## config.mk

```make
export PLATFORM = sky130hd
export DESIGN_NAME = vector_stream_tx_flat
export DESIGN_NICKNAME = d
export VERILOG_FILES = /design/src/rtl/vector_stream_tx_if.sv /design/src/rtl/vector_stream_tx.sv /design/src/flat_wrapper.sv
export SDC_FILE = /design/constraint.sdc
export NUM_CORES = 1
export LEC_CHECK = 0
export BUFFER_PORTS_ARGS = -buffer_cell sky130_fd_sc_hd__clkbuf_2
export CAP_MARGIN = 5
export CELL_PAD_IN_SITES_DETAIL_PLACEMENT = 1
export CELL_PAD_IN_SITES_GLOBAL_PLACEMENT = 1
export CORE_UTILIZATION = 45
export CTS_BUF_LIST = sky130_fd_sc_hd__clkbuf_8
export CTS_CLUSTER_DIAMETER = 50
export DETAILED_ROUTE_END_ITERATION = 16
export PLACE_DENSITY = 0.72
export SLEW_MARGIN = 10
export SYNTH_ARGS = -nofsm -noshare
export SYNTH_HDL_FRONTEND = slang
export SYNTH_SLANG_ARGS = --single-unit
export TNS_END_PERCENT = 10
```

## constraint.sdc

```tcl
create_clock -name clk -period 1.9 [get_ports clk]
set_clock_uncertainty 0.1 [all_clocks]
set_input_delay 0.095 -clock clk [delete_from_list [all_inputs] [get_ports clk]]
set_output_delay 0.095 -clock clk [all_outputs]
set_load 0.01 [all_outputs]
```

## src/rtl/vector_stream_tx_if.sv

```systemverilog
// vector_stream_tx_if: write/commit port plus outgoing word stream of the
// ping-pong vector source.
//   wr_en/wr_addr/wr_data : word write into the fill bank
//   commit                : hand the fill bank to the transmit side
//   wr_ready              : fill bank is free for writes/commit
//   m_valid/m_ready       : outgoing word handshake
//   data_out/m_last       : outgoing signed word, last-word marker
// Modport master is the source block; slave is the upstream writer and
// downstream consumer seen together.
interface vector_stream_tx_if #(
    parameter int N    = 5,
    parameter int T    = 9,
    parameter int logN = $clog2(N + 1)
) ();
    logic                wr_en;
    logic [logN-1:0]     wr_addr;
    logic signed [T-1:0] wr_data;
    logic                commit;
    logic                wr_ready;
    logic                m_valid;
    logic                m_ready;
    logic signed [T-1:0] data_out;
    logic                m_last;

    modport master (
        input  wr_en, wr_addr, wr_data, commit, m_ready,
        output wr_ready, m_valid, data_out, m_last
    );

    modport slave (
        output wr_en, wr_addr, wr_data, commit, m_ready,
        input  wr_ready, m_valid, data_out, m_last
    );
endinterface

```

## src/rtl/vector_stream_tx.sv

```systemverilog
// vector_stream_tx: ping-pong vector source. Upstream fills one bank by
// address and commits it; the transmit side streams committed banks one word
// per cycle over valid/ready, back-to-back without a bubble.
// Ports:
//   clk   : clock
//   reset : synchronous, active-high reset
//   bus   : vector_stream_tx_if.master (write/commit port, word stream)
module vector_stream_tx #(
    parameter int N    = 5,
    parameter int T    = 9,
    parameter int logN = $clog2(N + 1)
) (
    input  logic               clk,
    input  logic               reset,
    vector_stream_tx_if.master bus
);
    localparam logic [logN-1:0] N_IDX    = logN'(N);
    localparam logic [logN-1:0] LAST_IDX = logN'(N - 1);
    localparam logic [logN-1:0] ONE_IDX  = logN'(1);

    typedef enum logic {IDLE, SEND} state_t;

    state_t              state;
    logic signed [T-1:0] bank [2][N];
    logic [1:0]          full;
    logic [1:0]          full_next;
    logic                fill_sel;
    logic                send_sel;
    logic [logN-1:0]     rd_idx;
    logic                wr_ok;
    logic                commit_ok;
    logic                release_last;
    logic                m_valid_q;
    logic                m_last_q;
    logic signed [T-1:0] data_q;

    // Ready is taken from the pre-release flags, so a bank freed this cycle
    // only accepts writes/commit from the next cycle on.
    assign wr_ok        = !full[fill_sel];
    assign commit_ok    = bus.commit && wr_ok;
    assign release_last = (state == SEND) && m_valid_q && bus.m_ready && m_last_q;

    assign bus.wr_ready = wr_ok;
    assign bus.m_valid  = m_valid_q;
    assign bus.m_last   = m_last_q;
    assign bus.data_out = data_q;

    // Set and clear never target the same bank: a commit needs the fill bank
    // empty, a release needs the send bank full.
    always_comb begin
        full_next = full;
        if (release_last) full_next[send_sel] = 1'b0;
        if (commit_ok)    full_next[fill_sel] = 1'b1;
    end

    // Bank storage has no reset; a write in the commit cycle lands in the
    // bank being committed.
    always_ff @(posedge clk) begin
        if (!reset && bus.wr_en && wr_ok && (bus.wr_addr < N_IDX))
            bank[fill_sel][bus.wr_addr] <= bus.wr_data;
    end

    always_ff @(posedge clk) begin
        if (reset) begin
            state     <= IDLE;
            full      <= '0;
            fill_sel  <= 1'b0;
            send_sel  <= 1'b0;
            rd_idx    <= '0;
            m_valid_q <= 1'b0;
            m_last_q  <= 1'b0;
            data_q    <= '0;
        end else begin
            full <= full_next;
            if (commit_ok) fill_sel <= ~fill_sel;

            case (state)
                IDLE: begin
                    if (full[send_sel]) begin
                        data_q    <= bank[send_sel][0];
                        rd_idx    <= ONE_IDX;
                        m_valid_q <= 1'b1;
                        m_last_q  <= (N == 1);
                        state     <= SEND;
                    end
                end
                SEND: begin
                    if (m_valid_q && bus.m_ready) begin
                        if (m_last_q) begin
                            send_sel <= ~send_sel;
                            // Other bank already committed: start it at once.
                            if (full[!send_sel]) begin
                                data_q   <= bank[!send_sel][0];
                                rd_idx   <= ONE_IDX;
                                m_last_q <= (N == 1);
                            end else begin
                                m_valid_q <= 1'b0;
                                m_last_q  <= 1'b0;
                                data_q    <= '0;
                                rd_idx    <= '0;
                                state     <= IDLE;
                            end
                        end else begin
                            data_q   <= bank[send_sel][rd_idx];
                            rd_idx   <= rd_idx + ONE_IDX;
                            m_last_q <= (rd_idx == LAST_IDX);
                        end
                    end
                end
                default: state <= IDLE;
            endcase
        end
    end
endmodule

```

## src/flat_wrapper.sv

```systemverilog
// flat-port wrapper written by rule: the top's interface ports become plain ports
module vector_stream_tx_flat 
#(
    parameter int N    = 5,
    parameter int T    = 9,
    parameter int logN = $clog2(N + 1)
)
  (clk, reset, bus_wr_en, bus_wr_addr, bus_wr_data, bus_commit, bus_m_ready, bus_wr_ready, bus_m_valid, bus_data_out, bus_m_last);
  vector_stream_tx_if #(.N(N), .T(T), .logN(logN)) bus_i ();
  input  logic clk;
  input  logic reset;
  input wire logic [$bits(bus_i.wr_en)-1:0] bus_wr_en;
  input wire logic [$bits(bus_i.wr_addr)-1:0] bus_wr_addr;
  input wire logic [$bits(bus_i.wr_data)-1:0] bus_wr_data;
  input wire logic [$bits(bus_i.commit)-1:0] bus_commit;
  input wire logic [$bits(bus_i.m_ready)-1:0] bus_m_ready;
  output wire logic [$bits(bus_i.wr_ready)-1:0] bus_wr_ready;
  output wire logic [$bits(bus_i.m_valid)-1:0] bus_m_valid;
  output wire logic [$bits(bus_i.data_out)-1:0] bus_data_out;
  output wire logic [$bits(bus_i.m_last)-1:0] bus_m_last;
  assign bus_i.wr_en = bus_wr_en;
  assign bus_i.wr_addr = bus_wr_addr;
  assign bus_i.wr_data = bus_wr_data;
  assign bus_i.commit = bus_commit;
  assign bus_i.m_ready = bus_m_ready;
  assign bus_wr_ready = bus_i.wr_ready;
  assign bus_m_valid = bus_i.m_valid;
  assign bus_data_out = bus_i.data_out;
  assign bus_m_last = bus_i.m_last;
  vector_stream_tx #(.N(N), .T(T), .logN(logN)) u_core (.clk(clk), .reset(reset), .bus(bus_i));
endmodule
```

* Word level (Yosys, flattened, before mapping)
Memories as Yosys holds them, arrays and structs flattened. A register that Yosys moved wholly into a read port is not among the register bits.
Index checks and enable logic that the tools add are counted.
** Word-level totals
- Flip-flop bits (word level) :: 19
- Latch bits :: 0
- Memory bits (writable) :: 90
- Bits in read-only memories :: 0
- Input bits :: 17
- Output and inout bits :: 12
- Memories :: 1
** Operators by class
- Add/subtract/negate cells :: 1
- Multiply operators :: 0
- Div/mod/pow operators :: 0
- Order comparisons :: 9
- Eq/ne operators :: 5
- Shift operators :: 0
- Muxes and demuxes :: 45
- Bitwise operators :: 8
- Reductions and logical operators :: 17
** Memories
- u_core.bank :: depth 2, bits a word 45, read ports 2, clocked after Yosys merged registers in 1, wr ports 1, line vector_stream_tx.sv:24 : logic signed [T-1:0] bank [2][N];
** Operators by type and width (number)
- 9-bit two-way mux :: 7
- 45-bit two-way mux :: 1
- 9-bit binary-select mux with 3-bit select :: 1
- 9-bit demux with 3-bit select :: 1
- 1-bit two-way mux :: 23
- 9-bit one-hot mux with 2 select lines :: 1
- 1-bit logical AND :: 11
- 3-bit two-way mux :: 3
- 4-bit greater-or-equal comparator, second input constant :: 2
- 3-bit NOT with 4-bit output :: 2
- 1-bit by 2-bit < comparator with 1-bit output, second input constant :: 3
- 2-bit != test, second input constant :: 3
- 1-bit one-hot mux with 2 select lines :: 3
- 3-bit one-hot mux with 2 select lines :: 1
- 4-bit by 1-bit < comparator with 1-bit output, second input constant :: 1
- 2-bit two-way mux :: 2
- 4-bit AND reduction :: 1
- 3-bit by 1-bit adder with 3-bit output, second input constant :: 1
- 3-bit == test, second input constant :: 1
- 1-bit zero test :: 3
- 3-bit < comparator, second input constant :: 1
- 1-bit NOT :: 3
- 3-bit AND reduction :: 1
- 2-bit bitwise AND :: 1
- other kinds (6) :: 8

* Logic depth before layout (Yosys ltp)
Gate-level depths: netlist (run 1).
- Word-level depth :: 9
- Mapped depth :: 6
- Depth with buffers taken out :: 5

* Least setup slack after synthesis (run 1)
OpenSTA, ideal clock, no wires.
- Path type :: flip-flop to flip-flop
- From :: register u_core.fill_sel
- To :: memory u_core.bank[0][36] (netlist bit) (enable)
- Arrival :: 1.260 ns
- Data required time :: 1.413 ns
- Setup slack :: 0.153 ns
- Stages on the path, launching flop included :: 4
- Buffers on the path :: 0
- Clock period less this slack :: 1.747 ns
- Cells stage by stage :: dfxtp_1 nor2_1 nand2_1 nor3_1
** On the way
- Word-level cells in the longest chain between the ends :: 7
** RTL lines
- start, declared :: line vector_stream_tx.sv:27 : logic fill_sel;
- start signal, assigned :: line vector_stream_tx.sv:75 : if (commit_ok) fill_sel <= ~fill_sel;
- 1-bit two-way mux (not written as such) (2 in series) :: line vector_stream_tx.sv:39 : assign wr_ok = !full[fill_sel];
- 1-bit zero test :: line vector_stream_tx.sv:39
- 1-bit logical AND (2 in series) :: line vector_stream_tx.sv:59 : if (!reset && bus.wr_en && wr_ok && (bus.wr_addr < N_IDX))
- 1-bit two-way mux :: line vector_stream_tx.sv:59
- 45-bit two-way mux (not written as such) :: line vector_stream_tx.sv:60 : bank[fill_sel][bus.wr_addr] <= bus.wr_data;
- end, declared :: line vector_stream_tx.sv:24
Parallel ways exist; a longest one is shown, timed or not. The select of a mux whose other input is x is not followed.

* Worst setup path after layout (run 1)
- From :: input reset
- To :: memory u_core.bank[1][6] (netlist bit) (enable)
** On the way
- Word-level cells in the longest chain between the ends :: 6
** RTL lines
- start, declared :: line flat_wrapper.sv:11 : input logic reset;
- 1-bit zero test :: line vector_stream_tx.sv:59
- 1-bit logical AND (3 in series) :: line vector_stream_tx.sv:59
- 1-bit two-way mux :: line vector_stream_tx.sv:59
- 45-bit two-way mux (not written as such) :: line vector_stream_tx.sv:60
No other way between the ends.

==> results by group, run 1 <==
Yosys
  – Synth async-reset ratio: 0%
  – #FFs+latches synth: 110
  – Synthesized net count: 347
  – Yosys Warn Count: 0
  – Yosys cell types: 40
  – Top cells by area, synth: edfxtp_1 (56%), mux2i_1 (14%), dfxtp_1 (8.3%)
  – Main flop type after synthesis: edfxtp_1
  – Cell taking the most area after synthesis: edfxtp_1
  – Post-synth EDFFs: 90
  – Synth Cell Area: 4840 µm²
  – Post-synthesis cell count: 328
  – Share of the yosys chip area belonging to registers: 64.1%
  – Area share of the largest cell type after synthesis: 55.9%
  – Syn Area/Cell: 14.7 µm²

Drt
  – 1st-iter DRT viols: 168
  – Wire per inst: 21.8 µm
  – DR vias: 3000
  – Antenna viol nets, final: 0
  – Vias/cell: 5.74
  – First drt pass iteration count: 4
  – DRC Markers: 0
  – WL final: 11400 µm

Timing
  – Fin worst setup slack: 0.109 ns
  – TNS Setup: 0 ns
  – Fin crit share: 94.3%
  – Max-slew headroom: 70.1%
  – Setup-failing EPs final: 0
  – Final Max Slew Viols: 0
  – Min Tclk post-route: 1.79 ns
  – Fmax: 558 MHz
  – Worst-Margin Slew: 0.446 ns
  – RSZ-0062 raised after global routing: false
  – Min Hold Slack: 0.198 ns
  – Final count of hold timing violations: 0

Worst setup path
  – Cell family with most CP delay: buffers and inverters
  – Critical path, cell by cell: dlygate4sd3_1, clkbuf_2, nor4b_1, nand2_1, nor3b_1, buf_4
  – Crit path launch type: primary input
  – Crit path largest cell delay: 0.53 ns
  – Data required, critical path: 1.88 ns
  – Crit path DAT: 1.77 ns
  – Worst R2R Path Depth: 6
  – CP max FO: 9
  – R2r setup slk: 0.15 ns
  – Crit path buf inv count: 3
  – Critical path class: primary input to flip-flop
  – CP Capture Type: flip-flop
  – Reg2reg end: u_core.bus.data_out[0]
  – Slowest CP cell: dlygate4sd3_1

Clocking
  – Post-CTS setup buffer count: 0
  – Longest Clk Path Bufs: 2
  – Clk_lat worst skew: 0.39 ns
  – Total clock sinks: 110
  – CTS tree: yes
  – Clk slew on worst S/H paths: 0.12 ns
  – Root Driver: clkbuf_8
  – TritonCTS Buffers: 9
  – H-tree Lvls: 3

Pwr
  – Power per cell area: 814 nW/µm²
  – Switch share: 25.7%
  – Share of power burned in registers: 60.5%
  – Comb pwr share: 7.6%
  – Net Sw Power: 1.14 mW
  – Int Power: 3.31 mW
  – Leak: 1.70 nW
  – Worst vdd ir: 497 µV
  – Power, Total: 4.45 mW
  – Clock power share: 31.8%

Floorplanning
  – Core area: 10400 µm²
  – Num rows: 37
  – Starting density of the core: 46.6%
  – Die Y: 106 µm
  – I/O pin count: 29
  – Die W: 106 µm
  – Die area: 11200 µm²

Min path
  – Hold-critical path depth: 3
  – Hold Path Sink: u_core.bank[1][37]
  – Hold Path Class: primary input to flip-flop
  – Hold Crit Start: bus_wr_addr[0]

Cells and area
  – Final #Nets: 401
  – Share of layout cells above drive strength 1: 23.3%
  – Diodes inserted: 0
  – Area Growth Syn to Fin: 13.0%
  – # fillers: 1039

Global route
  – Total gr overflow: 0
  – Initial antenna violation count: 0
  – Vias in the first global route: 3056
  – First-pass GRT wire length: 17600 µm
  – Largest net degree at the start of global routing: 22
  – Global-route usage over all layers: 21.8%

Placed design
  – Routability congestion estimate: 0.766
  – # port buffers: 28
  – Final HPWL DP: 7920 µm
  – Place WS: -0.00896 ns

Flow run
  – Max-cap viol count: 0

Outcome
  – Status: completed
layout by cell type, fill, tap and decap left out, types with 2 or more instances in the layout:
master         netlist  routed
inv_1                3       3
a311oi_2             2       3
nand2_1              6       6
nor3_1               4       4
edfxtp_1            90      90
a21oi_1              7       7
nor2_1              33      33
clkbuf_2             0      28
buf_12               0       2
a221oi_1             9       9
inv_6                0       2
buf_4                5      24
nand2b_1             3       3
dfxtp_2              0       2
o221ai_1             9       9
dlygate4sd3_1        0      12
o32a_2               6       6
nand3_1              4       4
a311oi_1             8       7
inv_8                0       2
clkbuf_8             8       9
ha_1                 2       2
o32a_1               3       3
and2_1               2       2
mux2i_1             67      66
dfxtp_1             20      18
o21ai_0             11      11
through the flow:
step / cells / utilization (%) / cell area (µm²)
2_1_floorplan: 328 / - / 4840
3_3_place_gp: 495 / 49.4 / 5130
3_5_place_dp: 495 / 49.4 / 5130
4_1_cts: 523 / 52.5 / 5450
5_1_grt: 523 / 52.7 / 5460
6_report: 523 / 52.7 / 5460
per-layer routing:
metal	routed length, µm	GRT usage (%)
met4	165	6.65
met5	0	0
met2	5680	36.8
met3	376	3.53
met1	5190	28.8
power by group through the flow:
stage | sequential, mW | clock, mW | combinational [mW]
5_1_grt | 2.70 | 1.54 | 0.374
2_1_floorplan | 2.74 | 0 | 0.206
3_5_place_dp | 2.75 | 0 | 0.317
3_3_place_gp | 2.74 | 0 | 0.305
4_1_cts | 2.69 | 1.45 | 0.337
6_report | 2.69 | 1.42 | 0.340
flip-flops by register name (all words and copies together) (netlist names), named ones only:
register	cells
u_core.send_sel	1
u_core.bus.m_last	1
u_core.bank	90
u_core.bus.data_out	9
u_core.full	2
u_core.bus.m_valid	1
u_core.rd_idx	3
u_core.fill_sel	1
u_core.state	1
worst max path at each step:
stage | slack [ns] | start | cells past startpoint | to
final | 0.11 | reset | 6 | u_core.bank[1][6]
after global routing | 0.02 | flip-flop | 6 | u_core.bus.data_out[2]
after CTS | 0.02 | u_core.rd_idx[0] | 5 | u_core.bus.data_out[0]
after detailed placement | -0.009 | u_core.rd_idx[0] | 4 | u_core.bus.data_out[2]
after global placement | 0.08 | u_core.rd_idx[0] | 4 | u_core.bus.data_out[3]
after floorplan | 0.15 | u_core.fill_sel | 3 | u_core.bank[0][36]
repair_timing:
action,in CTS,in global routing
cloned,0,0
endpoints found under the hold margin,97,0
resized for setup,1,5
hold buffers,12,0
setup endpoints to repair,1,5
worst reg2reg max path, cell delays in order, from the launching register on:
cell,delay (ns)
dfxtp_2,0.39
buf_12,0.19
mux2i_1,0.15
a221oi_1,0.30
buf_4,0.15
o221ai_1,0.11
a311oi_1,0.27
Yosys cell counts, types with 2 or more instances:
library cell and count:
edfxtp_1 90, mux2i_1 67, nor2_1 33, dfxtp_1 20, o21ai_0 11, a221oi_1 9
o221ai_1 9, a311oi_1 8, clkbuf_8 8, a21oi_1 7, buf_6 6, nand2_1 6
o32a_2 6, buf_4 5, nand3_1 4, nor3_1 4, inv_1 3, nand2b_1 3
o32a_1 3, a311oi_2 2, and2_1 2, clkbuf_1 2, ha_1 2, nor3b_1 2
kinds of logic after synthesis:
family	Yosys count	synth area share (%)
fa+ha+maj	2	0.517
simple gates	64	6.34
flops	110	64.1
mux	67	13.9
xor+xnor	1	0.181
compound gates	58	9.70
buf+inv	26	5.25
final cells by class:
| cell class | instances | area [µm²] | share of cell area [%] |
|---|---|---|---|
| clock buffers | 9 | 124 | 2.27 |
| clock inverters | 7 | 72.6 | 1.33 |
| inverters | 3 | 11.3 | 0.206 |
| multi-input cells | 192 | 1500 | 27.5 |
| flip-flops and latches | 110 | 3110 | 56.8 |
| well taps | 136 | 170 | 3.11 |
| repair buffers | 66 | 480 | 8.79 |
(Power assumes the default switching activity.)
==> run 2, diff against run 1 <==
--- a/config.mk
+++ b/config.mk
@@ -7,13 +7,11 @@
 export LEC_CHECK = 0
 export BUFFER_PORTS_ARGS = -buffer_cell sky130_fd_sc_hd__clkbuf_2
 export CAP_MARGIN = 5
-export CELL_PAD_IN_SITES_DETAIL_PLACEMENT = 1
-export CELL_PAD_IN_SITES_GLOBAL_PLACEMENT = 1
 export CORE_UTILIZATION = 45
 export CTS_BUF_LIST = sky130_fd_sc_hd__clkbuf_8
 export CTS_CLUSTER_DIAMETER = 50
 export DETAILED_ROUTE_END_ITERATION = 16
-export PLACE_DENSITY = 0.72
+export PLACE_DENSITY = 0.62
 export SLEW_MARGIN = 10
 export SYNTH_ARGS = -nofsm -noshare
 export SYNTH_HDL_FRONTEND = slang
==> run 2 against run 1 <==
Compared with the run above:
- register-to-register slack worse by 0.09 ns
- final area is 0.60% lower
- clock power hardly changed
- first-iteration DRC count is 29% higher
- die area stayed put
- non-clock buffer count is 1 lower
- setup slack worse by 0.053 ns
- fmax is 2.9% lower
- routed wire length is 5.2% lower
- core utilization is 0.31 points lower
- sequential share of layout area is 0.32 points higher
- worst hold slack worse by 0.16 ns
- critical path type is now flip-flop to flip-flop
- critical endpoint is now u_core.bus.data_out[6]
==> results by group, run 2 (synthesis results as in run 1) <==
Worst setup path
  – Critical path class: flip-flop to flip-flop (was primary input to flip-flop)
  – CP max FO: 8 (was 9)
  – Crit path DAT: 2.02 ns (was 1.77 ns)
  – Critical path, cell by cell: buf_4, mux2i_1, a221oi_1, o221ai_1, a311oi_1 (was dlygate4sd3_1, clkbuf_2, nor4b_1, nand2_1, nor3b_1, buf_4)
  – CP Capture Type: flip-flop (unchanged)
  – R2r setup slk: 0.06 ns (was 0.15 ns)
  – Crit path largest cell delay: 0.51 ns (was 0.53 ns)
  – Slowest CP cell: dfxtp_2 (was dlygate4sd3_1)
  – Data required, critical path: 2.08 ns (was 1.88 ns)
  – Crit path launch type: flip-flop (was primary input)

Global route
  – Largest net degree at the start of global routing: 20 (was 22)
  – Initial antenna violation count: 0 (unchanged)
  – Total gr overflow: 0 (unchanged)
  – Most Crowded Layer GR: met2 (unchanged)
  – Routing usage on met2: 34.5% (was 36.8%)
  – Global-route usage over all layers: 20.6% (was 21.8%)
  – Met3 Use GR: 3.65% (was 3.53%)
  – Met1 Usage GRT: 27.5% (was 28.8%)
  – First-pass GRT wire length: 16700 µm (was 17600 µm)
  – Vias in the first global route: 2940 (was 3056)

Floorplanning
  – Core area: 10400 µm² (unchanged)
  – Die area: 11200 µm² (unchanged)
  – Die Y: 106 µm (unchanged)
  – Die W: 106 µm (unchanged)
  – Starting density of the core: 46.6% (unchanged)
  – I/O pin count: 29 (unchanged)
  – Num rows: 37 (unchanged)

Timing
  – Fmax: 542 MHz (was 558 MHz)
  – Max-slew headroom: 69.0% (was 70.1%)
  – Setup-failing EPs final: 0 (unchanged)
  – TNS Setup: 0 ns (unchanged)
  – Fin crit share: 97.0% (was 94.3%)
  – Worst-Margin Slew: 0.464 ns (was 0.446 ns)
  – Min Hold Slack: 0.0360 ns (was 0.198 ns)
  – RSZ-0062 raised after global routing: false (unchanged)
  – Final count of hold timing violations: 0 (unchanged)
  – Min Tclk post-route: 1.84 ns (was 1.79 ns)
  – Final Max Slew Viols: 0 (unchanged)

Cells and area
  – Share of layout cells above drive strength 1: 22.0% (was 23.3%)
  – Final #Nets: 400 (was 401)
  – Multi-input logic area: 1480 µm² (was 1500 µm²)
  – Most frequent cells in the layout: edfxtp_1 (90), mux2i_1 (67), nor2_1 (33) (was edfxtp_1 (90), mux2i_1 (66), nor2_1 (33))
  – # fillers: 871 (was 1039)
  – Leading cell type in the layout, fill and taps excluded: edfxtp_1 (unchanged)
  – Area Growth Syn to Fin: 12.3% (was 13.0%)
  – Finished Layout Cells: 522 (was 523)
  – Post-layout util: 52.4% (was 52.7%)
  – Largest reg by FF count: u_core.bank (unchanged)
  – Register area: 3100 µm² (was 3110 µm²)
  – Max FFs per register: 90 (unchanged)
  – Diodes inserted: 0 (unchanged)

Clocking
  – TritonCTS Buffers: 9 (unchanged)
  – Longest Clk Path Bufs: 2 (unchanged)
  – CTS tree: yes (unchanged)
  – Clk slew on worst S/H paths: 0.11 ns (was 0.12 ns)
  – Total clock sinks: 110 (unchanged)
  – Root Driver: clkbuf_8 (unchanged)
  – Post-CTS setup buffer count: 0 (unchanged)
  – Clk_lat worst skew: 0.37 ns (was 0.39 ns)
  – H-tree Lvls: 3 (unchanged)

Drt
  – 1st-iter DRT viols: 217 (was 168)
  – DRC Markers: 0 (unchanged)
  – First drt pass iteration count: 5 (was 4)
  – WL final: 10800 µm (was 11400 µm)
  – Antenna viol nets, final: 0 (unchanged)
  – Wire per inst: 20.7 µm (was 21.8 µm)
  – Vias/cell: 5.62 (was 5.74)
  – DR vias: 2933 (was 3000)

Pwr
  – Leak: 1.70 nW (about the same)
  – Worst vdd ir: 472 µV (was 497 µV)
  – Power per cell area: 822 nW/µm² (was 814 nW/µm²)
  – Power, Total: 4.46 mW (was 4.45 mW)

Placed design
  – Cell Count Post-Placement: 495 (unchanged)
  – Routability congestion estimate: 0.796 (was 0.766)
  – # port buffers: 28 (unchanged)
  – Final HPWL DP: 7220 µm (was 7920 µm)

Outcome
  – Status: completed (unchanged)

Min path
  – Hold Path Class: primary input to flip-flop (unchanged)

Flow run
  – Max-cap viol count: 0 (unchanged)
==> run 2: changes by cell type in the layout (fill, tap and decap cells not counted), sizes merged <==
| cell | before | now |
|---|---|---|
| bufinv | 0 | 1 |
| clkinv | 2 | 3 |
| clkinvlp | 1 | 0 |
| dlygate4sd3 | 12 | 11 |
| inv | 7 | 6 |
==> run 2: worst paths after layout <==
check	cells past startpoint	from	end
max	5	flip-flop	u_core.bus.data_out[6]
min	3	reset	u_core.bus.data_out[4]
max reg2reg	5	flip-flop	u_core.bus.data_out[6]
min reg2reg	2	u_core.bus.data_out[6]	u_core.bus.data_out[6]
==> run 2: area by class of cell <==
class	instances	share of cell area, %
Clock buffer	9	2.28
Timing Repair Buffer	65	8.43
Tap cell	136	3.13
Clock inverter	7	1.50
Inverter	3	0.207
Sequential cell	110	57.2
Multi-Input combinational cell	192	27.3
==> run 2: critical path: cells and delay by family, from the launching register on <==
family                 cells  cell delay [ns]
buffers and inverters      1             0.25
multiplexers               1             0.11
flip-flops                 1             0.51
AO/OA/AOI/OAI              3             0.77
==> run 2: where the power goes <==
part	leakage, nW	internal [mW]	switching [mW]
sequential	0.975	2.65	0.0379
clock	0.106	0.631	0.805
combinational	0.618	0.133	0.206
==> run 2: repair_timing <==
item / in CTS / in global routing
setup endpoints to repair: 0 / 9
hold buffers: 11 / 0
resized for setup: 0 / 1
hold endpoints to repair: 93 / 0
==> run 2: stage by stage <==
stage | setup slack (ns) | cell area, µm²
2_1_floorplan | 0.153 | 4840
3_3_place_gp | 0.149 | 5110
3_5_place_dp | 0.0190 | 5110
4_1_cts | 0.00565 | 5430
5_1_grt | 0.00105 | 5430
6_report | 0.0564 | 5430
==> run 2: metal layers <==
metal | wire, µm | up-vias
met5 | 0 | -
met3 | 664 | 14
li1 | - | 1391
met1 | 4830 | 1436
met4 | 150 | 0
met2 | 5170 | 92
